**src/rtl/scaler_job_ctrl_pkg.sv**
```systemverilog
// Shared mode codes, FSM state encoding and framebuffer geometry defaults
// for the scaler job controller and its clear generator.
package scaler_job_ctrl_pkg;

  localparam logic [1:0] MODE_REP = 2'b00;
  localparam logic [1:0] MODE_DEC = 2'b01;
  localparam logic [1:0] MODE_NN  = 2'b10;
  localparam logic [1:0] MODE_AVG = 2'b11;

  localparam int FB_WORDS_DEF = 76800;
  localparam int ADDR_W_DEF   = 19;

  typedef enum logic [2:0] {
    ST_IDLE  = 3'd0,
    ST_CLEAR = 3'd1,
    ST_ARM   = 3'd2,
    ST_RUN   = 3'd3,
    ST_FIN   = 3'd4,
    ST_ERR   = 3'd5
  } state_e;

endpackage

```
**src/rtl/scaler_job_ctrl_fb_clear_gen.sv**
```systemverilog
// Framebuffer clear address/write-enable generator: start loads address 0, one write per cycle,
// registered outputs, stops itself after the last word; stop_i kills the sweep the next cycle.
module fb_clear_gen
  import scaler_job_ctrl_pkg::*;
#(
  parameter int FB_WORDS = FB_WORDS_DEF,
  parameter int ADDR_W   = ADDR_W_DEF
) (
  input  logic              clk_i,
  input  logic              rst_ni,
  input  logic              start_i,
  input  logic              stop_i,
  output logic [ADDR_W-1:0] addr_o,
  output logic              wren_o,
  output logic              last_o
);

  localparam logic [ADDR_W-1:0] LAST_ADDR = ADDR_W'(FB_WORDS - 1);

  logic [ADDR_W-1:0] addr_q, addr_d;
  logic              wren_q, wren_d;

  always_comb begin
    addr_d = addr_q;
    wren_d = wren_q;
    if (start_i) begin
      addr_d = '0;
      wren_d = 1'b1;
    end else if (stop_i) begin
      wren_d = 1'b0;
    end else if (wren_q) begin
      // The address parks on the last word rather than wrapping.
      if (addr_q == LAST_ADDR) begin
        wren_d = 1'b0;
      end else begin
        addr_d = addr_q + ADDR_W'(1);
      end
    end
  end

  always_ff @(posedge clk_i or negedge rst_ni) begin
    if (!rst_ni) begin
      addr_q <= '0;
      wren_q <= 1'b0;
    end else begin
      addr_q <= addr_d;
      wren_q <= wren_d;
    end
  end

  assign addr_o = addr_q;
  assign wren_o = wren_q;
  assign last_o = wren_q && (addr_q == LAST_ADDR);

endmodule

```
**src/rtl/scaler_job_ctrl.sv**
```systemverilog
// Scaler job sequencer: IDLE -> CLEAR -> ARM -> RUN -> FIN/ERR; all outputs registered (one cycle
// from decision to output); start is ignored while a job is active, a select change aborts it.
module scaler_job_ctrl
  import scaler_job_ctrl_pkg::*;
#(
  parameter int         FB_WORDS   = FB_WORDS_DEF,
  parameter int         ADDR_W     = ADDR_W_DEF,
  parameter logic [7:0] CLR_VALUE  = 8'h00,
  parameter int         ARM_CYCLES = 2,
  parameter int         TIMEOUT    = 200000,
  parameter logic [3:0] MODE_MASK  = 4'b0011
) (
  input  logic              clk_i,
  input  logic              rst_ni,
  input  logic              start_i,
  input  logic [1:0]        seletor_i,
  input  logic              eng_done_i,
  output logic [1:0]        eng_sel_o,
  output logic              eng_reset_o,
  output logic              ram_owner_o,
  output logic [ADDR_W-1:0] clr_addr_o,
  output logic [7:0]        clr_data_o,
  output logic              clr_wren_o,
  output logic              busy_o,
  output logic              done_o,
  output logic              err_o
);

  localparam int               ARM_W    = $clog2(ARM_CYCLES + 1);
  localparam logic [ARM_W-1:0] ARM_LAST = ARM_W'(ARM_CYCLES - 1);
  localparam int               TMO_W    = $clog2(TIMEOUT);
  localparam logic [TMO_W-1:0] TMO_LAST = TMO_W'(TIMEOUT - 1);

  state_e           state_q, state_d;
  logic [1:0]       eng_sel_q, eng_sel_d;
  logic             eng_reset_q, eng_reset_d;
  logic             ram_owner_q, ram_owner_d;
  logic             busy_q, busy_d;
  logic             done_q, done_d;
  logic             err_q, err_d;
  logic [ARM_W-1:0] arm_cnt_q, arm_cnt_d;
  logic [TMO_W-1:0] tmo_cnt_q, tmo_cnt_d;

  logic clr_start, clr_stop, clr_last, active, abort;

  fb_clear_gen #(
    .FB_WORDS (FB_WORDS),
    .ADDR_W   (ADDR_W)
  ) u_clear (
    .clk_i   (clk_i),
    .rst_ni  (rst_ni),
    .start_i (clr_start),
    .stop_i  (clr_stop),
    .addr_o  (clr_addr_o),
    .wren_o  (clr_wren_o),
    .last_o  (clr_last)
  );

  assign active = (state_q == ST_CLEAR) || (state_q == ST_ARM) || (state_q == ST_RUN);
  assign abort  = active && (seletor_i != eng_sel_q);

  always_comb begin
    state_d     = state_q;
    eng_sel_d   = eng_sel_q;
    eng_reset_d = eng_reset_q;
    ram_owner_d = ram_owner_q;
    busy_d      = busy_q;
    done_d      = 1'b0;
    err_d       = err_q;
    arm_cnt_d   = arm_cnt_q;
    tmo_cnt_d   = tmo_cnt_q;
    clr_start   = 1'b0;
    clr_stop    = 1'b0;

    if (abort) begin
      state_d     = ST_IDLE;
      eng_reset_d = 1'b0;
      ram_owner_d = 1'b0;
      busy_d      = 1'b0;
      err_d       = 1'b0;
      clr_stop    = 1'b1;
    end else begin
      unique case (state_q)
        ST_IDLE: begin
          if (start_i) begin
            eng_sel_d = seletor_i;
            if (MODE_MASK[seletor_i]) begin
              state_d     = ST_CLEAR;
              err_d       = 1'b0;
              busy_d      = 1'b1;
              ram_owner_d = 1'b0;
              clr_start   = 1'b1;
            end else begin
              state_d     = ST_ERR;
              err_d       = 1'b1;
              eng_reset_d = 1'b0;
              ram_owner_d = 1'b0;
            end
          end
        end
        ST_CLEAR: begin
          if (clr_last) begin
            state_d     = ST_ARM;
            eng_reset_d = 1'b0;
            arm_cnt_d   = '0;
          end
        end
        ST_ARM: begin
          if (arm_cnt_q == ARM_LAST) begin
            state_d     = ST_RUN;
            eng_reset_d = 1'b1;
            ram_owner_d = 1'b1;
            tmo_cnt_d   = '0;
          end else begin
            arm_cnt_d = arm_cnt_q + ARM_W'(1);
          end
        end
        ST_RUN: begin
          // A done flag left over from the previous job is masked on the first RUN cycle.
          if (eng_done_i && (tmo_cnt_q != '0)) begin
            state_d = ST_FIN;
            done_d  = 1'b1;
            busy_d  = 1'b0;
          end else if (tmo_cnt_q == TMO_LAST) begin
            state_d     = ST_ERR;
            err_d       = 1'b1;
            eng_reset_d = 1'b0;
            ram_owner_d = 1'b0;
            busy_d      = 1'b0;
          end else begin
            tmo_cnt_d = tmo_cnt_q + TMO_W'(1);
          end
        end
        ST_FIN:  state_d = ST_IDLE;
        ST_ERR:  state_d = ST_IDLE;
        default: state_d = ST_IDLE;
      endcase
    end
  end

  always_ff @(posedge clk_i or negedge rst_ni) begin
    if (!rst_ni) begin
      state_q     <= ST_IDLE;
      eng_sel_q   <= 2'b00;
      eng_reset_q <= 1'b0;
      ram_owner_q <= 1'b0;
      busy_q      <= 1'b0;
      done_q      <= 1'b0;
      err_q       <= 1'b0;
      arm_cnt_q   <= '0;
      tmo_cnt_q   <= '0;
    end else begin
      state_q     <= state_d;
      eng_sel_q   <= eng_sel_d;
      eng_reset_q <= eng_reset_d;
      ram_owner_q <= ram_owner_d;
      busy_q      <= busy_d;
      done_q      <= done_d;
      err_q       <= err_d;
      arm_cnt_q   <= arm_cnt_d;
      tmo_cnt_q   <= tmo_cnt_d;
    end
  end

  assign eng_sel_o   = eng_sel_q;
  assign eng_reset_o = eng_reset_q;
  assign ram_owner_o = ram_owner_q;
  assign clr_data_o  = CLR_VALUE;
  assign busy_o      = busy_q;
  assign done_o      = done_q;
  assign err_o       = err_q;

endmodule

```
**config.mk**
```make
export PLATFORM = sky130hd
export DESIGN_NAME = scaler_job_ctrl
export DESIGN_NICKNAME = d
export VERILOG_FILES = /design/src/rtl/scaler_job_ctrl_pkg.sv /design/src/rtl/scaler_job_ctrl_fb_clear_gen.sv /design/src/rtl/scaler_job_ctrl.sv
export SDC_FILE = /design/constraint.sdc
export NUM_CORES = 1
export LEC_CHECK = 0
export BUFFER_PORTS_ARGS = -buffer_cell sky130_fd_sc_hd__buf_2
export CORE_MARGIN = 3
export CORE_UTILIZATION = 52
export CTS_CLUSTER_DIAMETER = 150
export DETAILED_ROUTE_END_ITERATION = 12
export PLACE_DENSITY = 0.83
export SLEW_MARGIN = 20
export SYNTH_ARGS = -nofsm -noshare
export SYNTH_HDL_FRONTEND = slang
export SYNTH_SLANG_ARGS = --single-unit
```
**constraint.sdc**
```tcl
create_clock -name clk_i -period 2.3 [get_ports clk_i]
set_clock_uncertainty 0.2 [all_clocks]
set_input_delay 0.115 -clock clk_i [delete_from_list [all_inputs] [get_ports clk_i]]
set_output_delay 0.115 -clock clk_i [all_outputs]
set_load 0.02 [all_outputs]
```
Yosys cells after proc, flatten, opt, wreduce, memory -nomap -nowiden

Index checks and enable logic that the tools add are counted.
Widths: inputs -> output; s select.

Register bits after elaboration: 50
Input bits: 6
Output and inout bits: 35
Logic and storage cells: 115

Add/sub/neg operators: 3
Order comparisons: 1
Equality and inequality tests: 22
Mux-type cells: 55
Bitwise gates (word level): 1
Reduce and logical (&&, ||, !) cells: 22

Operators with widths:

| cell                  | number |
|---|---|
| $mux 19               | 4 |
| $mux 18               | 3 |
| $pmux 18 s2           | 1 |
| $mux 1                | 31 |
| $mux 3                | 7 |
| $add 19x1->19 const B | 1 |
| $eq 19x17->1 const B  | 1 |
| $add 18x1->18 const B | 1 |
| $eq 18x18->1 const B  | 1 |
| $reduce_bool 18->1    | 1 |
| $reduce_and 4->1      | 4 |
| $ne 3x3->1 const B    | 5 |
| $ne 2x2->1 const B    | 6 |
| $pmux 3 s4            | 1 |
| $reduce_and 5->1      | 2 |
| $reduce_and 7->1      | 1 |
| $eq 3x2->1 const B    | 2 |
| $ne 3x2->1 const B    | 2 |
| $reduce_and 3->1      | 2 |
| $reduce_bool 2->1     | 3 |
| $reduce_bool 5->1     | 1 |
| $mux 2                | 2 |
| $ne 4x2->1 const B    | 1 |
| $pmux 1 s2            | 2 |
| other kinds (16)      | 19 |

Longest topological paths before layout

Gate-level depths: netlist of the first run.

Word-level depth: 8
Depth in mapped cells: 10
Gate-level depth less buffers: 8

Hierarchy

A second synthesis of the first run with hierarchy kept.

Cells, all modules: 323
Area total of the unflattened synthesis: 2966.6 um^2

Modules (own cells, without submodules):

| module          | times used | cells an instance | area each (um^2) | sequential area each (um^2) |
|---|---|---|---|---|
| scaler_job_ctrl | 1          | 212               | 1880.6           | 750.7 |
| fb_clear_gen    | 1          | 111               | 1086.0           | 500.5 |

Worst setup path after synthesis of the first run

No wires, ideal clock.

Path type: flip-flop to flip-flop
Start: reg u_clear.addr_q[2], in the netlist u_clear.addr_o[2]
End: reg arm_cnt_q[1]
Library setup time: 125 ps
Arrival: 1993 ps
Required time: 1975 ps
Path slack: -18 ps
Stages on the path, launching flop included: 8
Buffers on the path: 1
Period minus slack after synthesis: 2318 ps
Cell sequence: dfrtp_1 and4_1 clkbuf_2 and4_1 nand4_1 or2_2 a21oi_1 mux2_2

Cells in the longest elaborated chain, start to end: 4

RTL lines:

| item                              | line                               | source |
|---|---|---|
| start, declared                   | scaler_job_ctrl_fb_clear_gen.sv:20 | `logic [ADDR_W-1:0] addr_q, addr_d;` |
| start signal, assigned            | scaler_job_ctrl_fb_clear_gen.sv:46 | `addr_q <= addr_d;` |
| $eq 19x17->1                      | scaler_job_ctrl_fb_clear_gen.sv:53 | `assign last_o = wren_q && (addr_q == LAST_ADDR);` |
| $logic_and 1x1->1                 | scaler_job_ctrl_fb_clear_gen.sv:53 |  |
| $ne 2x2->1 (no source line)       | n/a                                |  |
| $reduce_and 4->1 (no source line) | n/a                                |  |
| end signal, assigned              | scaler_job_ctrl.sv:160             | `arm_cnt_q <= arm_cnt_d;` |
| end, declared                     | scaler_job_ctrl.sv:41              | `logic [ARM_W-1:0] arm_cnt_q, arm_cnt_d;` |

No other way between the ends.
A chain may end at the register's enable or synchronous reset.

Final worst setup path of the first run

Start: reg eng_sel_q[1], in the netlist eng_sel_o[1]
End: reg tmo_cnt_q[12]

Cells in the longest elaborated chain, start to end: 4

RTL lines:

| item                              | line                   | source |
|---|---|---|
| start, declared                   | scaler_job_ctrl.sv:35  | `logic [1:0] eng_sel_q, eng_sel_d;` |
| start signal, assigned            | scaler_job_ctrl.sv:154 | `eng_sel_q <= eng_sel_d;` |
| $ne 2x2->1                        | scaler_job_ctrl.sv:60  | `assign abort = active && (seletor_i != eng_sel_q);` |
| $logic_and 1x1->1                 | scaler_job_ctrl.sv:60  |  |
| $not 1->1 (no source line)        | n/a                    |  |
| $reduce_and 5->1 (no source line) | n/a                    |  |
| end signal, assigned              | scaler_job_ctrl.sv:161 | `tmo_cnt_q <= tmo_cnt_d;` |
| end, declared                     | scaler_job_ctrl.sv:42  | `logic [TMO_W-1:0] tmo_cnt_q, tmo_cnt_d;` |

No other way between the ends.

==> results of run 1 <==
[worst max-delay path: stages, from the launching register on]
cell	delay, ns
dfrtp_2	0.45
xor2_2	0.17
nor4_4	0.37
o31a_1	0.36
nand2_4	0.11
or4_1	0.47
o21ai_1	0.13
[routing by layer]
| layer | global-route usage, % | up-vias | part of all wire (%) |
|---|---|---|---|
| met2 | 39.4 | 134 | 49 |
| met5 | 0 | - | 0 |
| met4 | 8.78 | 0 | 2.2 |
| met3 | 5.48 | 24 | 6.7 |
| li1 | - | 1333 | - |
| met1 | 30.3 | 1373 | 42 |
[layout make-up]
class,instances,share of cell area [%]
multi-input combinational,254,44.7
inverter,10,1.02
sequential,50,34.1
clock inverter,1,0.204
timing repair buffer,85,15.6
tap,70,2.38
clock buffer,7,2.07
[sequential cells by signal, summed over array words and instances (netlist names)]
| register | flops |
|---|---|
| arm_cnt_q | 2 |
| busy_o | 1 |
| done_o | 1 |
| eng_reset_o | 1 |
| eng_sel_o | 2 |
| err_o | 1 |
| ram_owner_o | 1 |
| state_q | 3 |
| tmo_cnt_q | 18 |
| u_clear.addr_o | 19 |
| u_clear.wren_o | 1 |
[synth_stat cells, drive strengths merged (2+ instances only)]
cell / count / share of area (%)
or4: 4 / 1.0
or2: 3 / 0.63
and2: 2 / 0.42
or3: 6 / 1.3
ha: 4 / 1.7
nand3: 19 / 3.2
inv: 10 / 1.3
o21ai: 16 / 3.1
buf: 14 / 3.8
mux2i: 3 / 1.0
a31oi: 3 / 0.63
a21oi: 11 / 1.9
a41oi: 2 / 0.59
nor4b: 2 / 0.59
nor4: 7 / 2.5
xor2: 3 / 1.1
a22o: 4 / 1.2
o41ai: 4 / 1.2
nand2b: 3 / 0.63
nor2: 39 / 4.9
nand2: 31 / 4.0
and3: 5 / 1.1
mux2: 3 / 1.1
dfrtp: 50 / 42
xnor2: 16 / 4.7
o31ai: 3 / 0.76
clkbuf: 9 / 1.2
nor3: 17 / 2.9
o211ai: 9 / 2.3
nand4: 7 / 1.5
and4: 3 / 0.89
[kinds of logic (layout without fill, tap and decap cells)]
group                    Yosys count  count (layout)  share of synthesized area [%]
AND/OR/NAND/NOR                  152             153                           26.7
AO/OA/AOI/OAI                     64              64                           15.0
flip-flops                        50              50                           42.2
buffers and inverters             33             103                           6.29
XOR/XNOR                          19              19                           5.87
multiplexers                       6               6                           2.15
adder cells (fa/ha/maj)            4               4                           1.69
other                              1               8                          0.126
[worst max-delay path by stage]
stage / to / cells after the start / slack, ns
6_report: tmo_cnt_q[12] / 6 / -0.05
2_1_floorplan: arm_cnt_q[1] / 7 / 0.02
5_1_grt: tmo_cnt_q[12] / 6 / -0.12
3_5_place_dp: tmo_cnt_q[7] / 8 / -0.09
3_3_place_gp: tmo_cnt_q[7] / 8 / -0.006
4_1_cts: tmo_cnt_q[17] / 7 / -0.005
[through the flow]
stage	hold WS, ns	worst slack (ns)	util [%]	cell area [um2]	power [W]
6_report	0.107	-0.0462	69.5	3680	0.00243
5_1_grt	0.112	-0.124	69.5	3680	0.00257
4_1_cts	0.108	-0.00466	67.2	3560	0.00240
3_5_place_dp	0.0611	-0.0930	64.7	3430	0.00187
3_3_place_gp	0.0601	-0.00637	64.7	3430	0.00184
2_1_floorplan	-0.381	0.0171	-	2990	0.00159
[power by group through the flow]
| stage | Clock, W | Combinational (W) | Sequential (W) |
|---|---|---|---|
| detailed placement | 0 | 0.000799 | 0.00107 |
| global placement | 0 | 0.000776 | 0.00106 |
| CTS | 0.000536 | 0.000807 | 0.00105 |
| finish | 0.000525 | 0.000845 | 0.00106 |
| floorplan | 0 | 0.000438 | 0.00115 |
| global route | 0.000583 | 0.000921 | 0.00107 |
[timing repair]
action | in CTS | in global routing
hold endpoints to repair | 55 | 0
cloned | 0 | 1
setup buffers | 0 | 5
pin swaps | 0 | 7
hold buffers | 4 | 0
setup endpoints to repair | 17 | 22
gates resized for setup | 2 | 23
==> results.ini, run 1 <==
[worst_setup_path]
worstPathRequired_ns=2.34
r2r_start=eng_sel_o[1]
crit_path_max_fanout=5
arrival_ns=2.39
reg2reg_slack_ns=-0.05
r2r_end=tmo_cnt_q[12]
worst_setup_path_end_kind=flop
cp-startpoint=eng_sel_o[1]
r2r_cells=6
path_class=flop to flop
cp-start-kind=flop

[die]
dieWidth_um=81.5
initial_utilization_pct=55.9
die_h_um=81.5
num_io_pins=41
core_mm2=0.00530
rows=26
dieArea_mm2=0.00664

[pwr]
p_seq_share_pct=43.6
powerDensity_mw_per_mm2=659
ir_worst_vdd_mv=0.586
p_sw_share_pct=38.1
power.switching_w=0.000925
p_leak_nw=1.67
combinationalPowerShare_pct=34.8
intPower_w=0.00150
power_frac_clock_pct=21.6

[route]
drt_first_pass_iters=5
via_count=2864
drt-total-wl_um=7690
drc=0
drt-initial-drc-count=153
via_per_inst=6.00
wire_per_inst_um=16.1
antenna_left=0

[final_layout]
drive_gt1_share_pct=29.7
final_cells=477
final_cell_mix=buf_4, dfrtp_1, nor2_1
fillers=388
areaGrowthSynthToFinish_pct=24.3
ff_latch_area_mm2=0.00126
multiInputGateArea_mm2=0.00165
final_common_cell=buf_4
diodes=0
final_nets=416

[logic_synthesis]
synth-seq-area-share_pct=42.2
synthCells=329
synth_flop_cell=dfrtp_1
mappedNetlistArea_mm2=0.00297
synth-async-reset-ratio_pct=100
ys_ff_latch=50
synth_warnings=0
synth_area_per_cell_um2=9.01
yosysUniqueCellTypes=57
synth_edf_count=0

[timing]
min_period_ns=2.35
hold_viol_final=0
maxSlewViolCount=0
worstMarginPinSlew_ns=0.635
setup_tns_ns=-0.114
slew_headroom_pct=57.7
fin_ws_ns=-0.0462
finalSetupViolations=6
fmax_ghz=0.426
timing.final.crit_share_pct=102
rsz0062_at_grt=yes

[run_status]
status=finished, violations left
violations=setup timing

[clocking]
clk_latency_ns=0.32
root_buffer=clkbuf_8
cts.htree.levels=2
cts_num_sinks=50
cts_tree=done
cts_buffer_depth=2
clk_pin_slew_ns=0.10
numCtsBuffers=5

[worst_hold_path]
min_path_type=primary input to flop
hold_end=eng_sel_o[0]
worstHoldStart=seletor_i[0]
hold_depth=2

[global_route]
grt_use_total_pct=23.8
antenna_found_initial=0
grt_pass1_wl_um=12300
grt_max_degree=51
overflow=0
grt_pass1_vias=2651

[placed_design]
gp_congestion=0.940
place_inst=460
hpwl_um=5200
port_buffers=32

[flow_run]
drv_cap=0

(Power assumes the default switching activity.)
==> run 2: changes to the inputs <==
--- a/config.mk
+++ b/config.mk
@@ -14,4 +14,5 @@
 export SLEW_MARGIN = 20
 export SYNTH_ARGS = -nofsm -noshare
 export SYNTH_HDL_FRONTEND = slang
+export SYNTH_HIERARCHICAL = 1
 export SYNTH_SLANG_ARGS = --single-unit
==> run 2 against run 1 <==
Effect of this change: the run now ends clean; largest power group unchanged; setup slack improved by 0.063 ns; register-to-register slack improved by 0.06 ns; final area rose by 0.85%; final cell count fell by 2.3%; clock power fell by 7.6%; sequential share of layout area fell by 0.39 points; sequential power rose by 4%; combinational power rose by 5.1%.
==> results.ini, run 2 <==
[logic_synthesis]
mappedNetlistArea_mm2=0.00297
synth-async-reset-ratio_pct=100
synth_flop_cell=dfrtp_1
synth_warnings=6
synth-seq-area-share_pct=42.2
synth_edf_count=0
yosys.area_share.simple_pct=25.3
ys_ff_latch=50
synth.mux.area_fraction_pct=2.19
synth.top_cells.by_count=dfrtp_1, nor2_1, a31oi_1, nand2_1, inv_1
synth_compound_area_share_pct=17.0
synth-adder-area-share_pct=1.69
synth_top_area_cell=dfrtp_1
yosysUniqueCellTypes=61
yosys.cell_count.top_type=dfrtp_1
synth_top_family_by_area=simple AND/OR/NAND/NOR gates
synthCells=323
synth.area.top_cells=dfrtp_1, a31oi_1, nor2_1, xnor2_1, nand2_1
synth_top_area_share_pct=42.2
synth_xor_xnor_area_share_pct=5.02
synth_area_per_cell_um2=9.18

[pwr]
combinationalPowerShare_pct=35.9
p_leak_nw=1.65
intPower_w=0.00159
p_sw_share_pct=35.9
p_seq_share_pct=44.5
power_frac_clock_pct=19.6
ir_worst_vdd_mv=0.569
power.switching_w=0.000889
powerDensity_mw_per_mm2=666

[run_status]
status=complete, no violations

[worst_setup_path]
worst-path-buf-inv=0
path_class=flop to flop
critPathTopFamily=simple AND/OR/NAND/NOR gates
slowest_stage=or4_4
arrival_ns=2.31
crit_path_max_fanout=9
path_cells=or4_4 -> o31a_4 -> or4_4 -> o211ai_2
critPathMostFrequentCell=or4_4
cp-startpoint=tmo_cnt_q[11]
cp-start-kind=flop
max_stage_delay_ns=0.58
r2r_start=tmo_cnt_q[11]
worst_setup_path_end_kind=flop
worstPathRequired_ns=2.33

[die]
initial_utilization_pct=55.9
die_h_um=81.5
dieArea_mm2=0.00665
num_io_pins=41
dieWidth_um=81.5
core_mm2=0.00530
rows=26

[final_layout]
final_cell_mix=dfrtp_1, buf_4, nor2_1
fillers=413
multiInputGateArea_mm2=0.00170
drive_gt1_share_pct=29.8
final_common_cell=dfrtp_1
largest_reg_flops=19
areaGrowthSynthToFinish_pct=25.3
ff_latch_area_mm2=0.00125
diodes=0
final_util_pct=70.1
final_nets=406
final_cells=466

[global_route]
grt_pass1_vias=2565
overflow=0
grt_pass1_wl_um=12100
grt_use_total_pct=23.2
antenna_found_initial=0
grt_max_degree=33

[route]
via_per_inst=6.14
via_count=2860
drt-total-wl_um=7630
drc=0
antenna_left=0
drt_first_pass_iters=6
wire_per_inst_um=16.4
drt-initial-drc-count=137

[clocking]
numCtsBuffers=5
root_buffer=clkbuf_8
clk_pin_slew_ns=0.09
cts.htree.levels=2
cts_num_sinks=50
clk_latency_ns=0.30
cts_tree=done
cts_buffer_depth=2

[timing]
finalSetupViolations=0
hold_viol_final=0
timing.final.crit_share_pct=99.3
maxSlewViolCount=0
fmax_ghz=0.438
min_period_ns=2.28

[worst_hold_path]
worstHoldStart=seletor_i[1]
min_path_type=primary input to flop

[flow_run]
drv_cap=0

[placed_design]
gp_congestion=0.924
port_buffers=32
place_inst=453
hpwl_um=5220

## run 2: changes by cell type in the layout (fill, tap and decap cells not counted), moves of 6 or more
cell / previous run / this run
nand3_1: 18 / 11
nand2_1: 29 / 19
buf_4: 50 / 43
o21ai_0: 13 / 7
a31oi_1: 3 / 23
inv_1: 8 / 14
xnor2_1: 16 / 10
o211ai_1: 9 / 1
## run 2: path summary, 6_finish.rpt
kind | depth (start not counted) | end | slack [ns]
max reg2reg | 4 | tmo_cnt_q[16] | 0.02
max in group asynchronous | 3 | eng_sel_o[1] | 1.03
max | 4 | tmo_cnt_q[16] | 0.02
min in group asynchronous | 2 | u_clear/addr_o[14] | 0.07
min | 3 | state_q[2] | 0.05
min reg2reg | 1 | tmo_cnt_q[15] | 0.30
## run 2: power groups by stage
stage	clock, W	combinational [W]	sequential (W)
after CTS	0.000498	0.000854	0.00110
final	0.000485	0.000888	0.00110
after floorplan	0	0.000488	0.00120
after global placement	0	0.000821	0.00111
after global routing	0.000534	0.000977	0.00112
after detailed placement	0	0.000844	0.00111
## run 2: layout make-up
type	count	area share, %
multi-input cells	245	45.8
flip-flops and latches	50	33.7
repair buffers	80	14.6
well taps	70	2.36
clock buffers	7	2.05
inverters	14	1.41
## run 2: routing by layer
layer  GRT usage [%]  vias to the layer above  wire length, um
li1                -                     1313                -
met3            4.71                       20              571
met5               0                        -                0
met4            7.26                        0              128
met2            37.4                      141             3730
met1            31.5                     1386             3200
## run 2: what timing repair did
action,CTS,global route
hold buffers,3,0
setup endpoints to repair,0,22
hold endpoints to repair,20,0
setup buffers,0,3
gates resized for setup,0,20
## run 2: kinds of logic (layout without fill, tap and decap cells)
| group | Yosys count | in the layout |
|---|---|---|
| compound gates | 70 | 70 |
| xor+xnor | 17 | 17 |
| fa+ha+maj | 4 | 4 |
| buf+inv | 35 | 101 |
| flops | 50 | 50 |
| mux | 6 | 6 |
| other cells | 1 | 8 |
| simple gates | 140 | 140 |
## run 2: metrics by stage
stage	setup WS [ns]	hold slack (ns)	setup TNS, ns	cell area (um2)	power (W)
floorplan	0.00689	-0.381	0	3050	0.00169
global placement	0.0876	-0.126	0	3490	0.00193
detailed placement	0.0619	-0.122	0	3490	0.00196
CTS	0.0444	0.0225	0	3590	0.00245
global route	-0.0277	0.0930	-0.105	3720	0.00263
finish	0.0165	0.0461	0	3720	0.00248
## run 2: tightest hold or removal path: stages
cell,delay (ns)
buf_2,0.15
a21oi_1,0.16
nor3_1,0.07
==> run 3: changes to the inputs <==
--- a/config.mk
+++ b/config.mk
@@ -7,10 +7,12 @@
 export LEC_CHECK = 0
 export BUFFER_PORTS_ARGS = -buffer_cell sky130_fd_sc_hd__buf_2
 export CORE_MARGIN = 3
-export CORE_UTILIZATION = 52
+export CORE_UTILIZATION = 54
+export CTS_BUF_LIST = sky130_fd_sc_hd__clkbuf_2 sky130_fd_sc_hd__clkbuf_4 sky130_fd_sc_hd__clkbuf_8
 export CTS_CLUSTER_DIAMETER = 150
 export DETAILED_ROUTE_END_ITERATION = 12
-export PLACE_DENSITY = 0.83
+export PLACE_DENSITY = 0.86
+export RECOVER_POWER = 100
 export SLEW_MARGIN = 20
 export SYNTH_ARGS = -nofsm -noshare
 export SYNTH_HDL_FRONTEND = slang
==> run 3 against run 2 <==
Effect of this change: global-route usage rose by 1.9 points; hold slack gained 0.014 ns; power up 3.6%; final area increased by 1.4%; critical path type unchanged; largest power group unchanged; non-clock buffer count increased by 10; combinational power increased by 2.8%; core utilization increased by 2.3 points; wire length is 3.7% higher; highest routed layer unchanged; maximum frequency rose by 0.22%; flip-flop and latch count is the same; die area down 3.4%.
==> results.ini, run 3 (same netlist as run 2, synthesis figures left out) <==
[clocking]
cts.htree.levels=2
clk_pin_slew_ns=0.09
root_buffer=clkbuf_8
clk_latency_ns=0.31
cts_buffer_depth=2
cts_num_sinks=50
numCtsBuffers=5
cts_tree=done

[pwr]
power.switching_w=0.000930
power.total_w=0.00257
p_sw_share_pct=36.2
ir_worst_vdd_mv=0.644
power_frac_clock_pct=21.1
p_seq_share_pct=43.3
p_leak_nw=1.65
powerDensity_mw_per_mm2=681
intPower_w=0.00164
combinationalPowerShare_pct=35.6

[worst_setup_path]
max_stage_delay_ns=0.46
critPathTopFamily=simple AND/OR/NAND/NOR gates
path_class=flop to flop
crit_path_max_fanout=5
slowest_stage=dfrtp_2
path_cells=xnor2_4 -> a211oi_2 -> or2b_2 -> or2_4 -> a21oi_4 -> nand3_1 -> mux2_2
cp-start-kind=flop
worst-path-buf-inv=0
worstPathRequired_ns=2.30
worst_setup_path_end_kind=flop
arrival_ns=2.28

[route]
drt-initial-drc-count=183
via_per_inst=6.06
wire_per_inst_um=16.6
drc=0
antenna_left=0
via_count=2892
drt_first_pass_iters=5
drt-total-wl_um=7920

[global_route]
overflow=0
grt_max_degree=25
antenna_found_initial=0
grt_pass1_wl_um=12600
grt_pass1_vias=2651
grt_use_total_pct=25.2

[final_layout]
areaGrowthSynthToFinish_pct=27.0
final_common_cell=buf_4
drive_gt1_share_pct=28.7
final_nets=416
final_cell_mix=buf_4, dfrtp_1, nor2_1
largest_reg_flops=19
diodes=0

[timing]
timing.final.crit_share_pct=99.1
fmax_ghz=0.439
finalSetupViolations=0
min_period_ns=2.28
maxSlewViolCount=0
setup_tns_ns=0
rsz0062_at_grt=yes
hold_viol_final=0
worstMarginPinSlew_ns=0.805
slew_headroom_pct=46.3

[die]
core_mm2=0.00520
die_h_um=80.1
rows=26
dieWidth_um=80.1
dieArea_mm2=0.00642
initial_utilization_pct=57.0
num_io_pins=41

[placed_design]
port_buffers=32
gp_congestion=0.928
hpwl_um=5440

[flow_run]
drv_cap=0

[run_status]
status=complete, no violations

[worst_hold_path]
min_path_type=primary input to flop

[run 3: metal layers]
layer | vias to the layer above | wire, um | global-route usage (%)
met1 | 1432 | 3390 | 33.9
met3 | 9 | 510 | 4.48
met5 | - | 0 | 0
met4 | 0 | 83 | 7.09
li1 | 1342 | - | -
met2 | 109 | 3930 | 41.6
[run 3: layout make-up]
cell class	count	area [um2]
multi-input cells	245	1670
fillers	383	1440
flip-flops and latches	50	1250
repair buffers	90	613
clock buffers	7	90.1
well taps	70	87.6
inverters	14	52.6
clock inverters	1	5.00
[run 3: power by group through the flow]
stage               Clock [W]  Combinational, W  Sequential [W]
CTS                  0.000551          0.000860         0.00111
floorplan                   0          0.000488         0.00120
global placement            0          0.000826         0.00112
detailed placement          0          0.000849         0.00112
global route         0.000587          0.000988         0.00112
finish               0.000542          0.000913         0.00111
[run 3: final timing paths]
check	slack, ns	cells after the start	start	to
worst min-delay path	0.06	4	eng_done_i	done_o
worst min register to register	0.30	1	arm_cnt_q[0]	arm_cnt_q[0]
worst max register to register	0.02	7	eng_sel_o[1]	u_clear/addr_o[11]
worst max-delay path	0.02	7	eng_sel_o[1]	u_clear/addr_o[11]
max in group asynchronous	0.52	3	rst_ni	u_clear/addr_o[17]
min in group asynchronous	0.20	2	rst_ni	busy_o
[run 3: worst min-delay path, cell delays in order]
cell and delay (ns):
buf_2 0.13, o31ai_2 0.08, buf_6 0.15, nor3_1 0.06
[run 3: timing repair]
| action | CTS | global route |
|---|---|---|
| setup buffers | 0 | 11 |
| gates resized for setup | 4 | 10 |
| endpoints found under the hold margin | 53 | 0 |
| hold buffers | 3 | 0 |
| setup endpoints to repair | 4 | 28 |
| pin swaps | 0 | 12 |
[run 3: per-stage QoR]
step           hold WS [ns]  util, %  instances  area (um2)  setup WS (ns)
2_1_floorplan        -0.381        -        330        3050        0.00689
3_3_place_gp         -0.169     67.5        455        3510         0.0553
3_5_place_dp         -0.163     67.5        455        3510        -0.0316
4_1_cts              0.0396     70.5        466        3670         0.0106
5_1_grt              0.0607     72.4        477        3770        -0.0655
6_report             0.0605     72.4        477        3770         0.0214
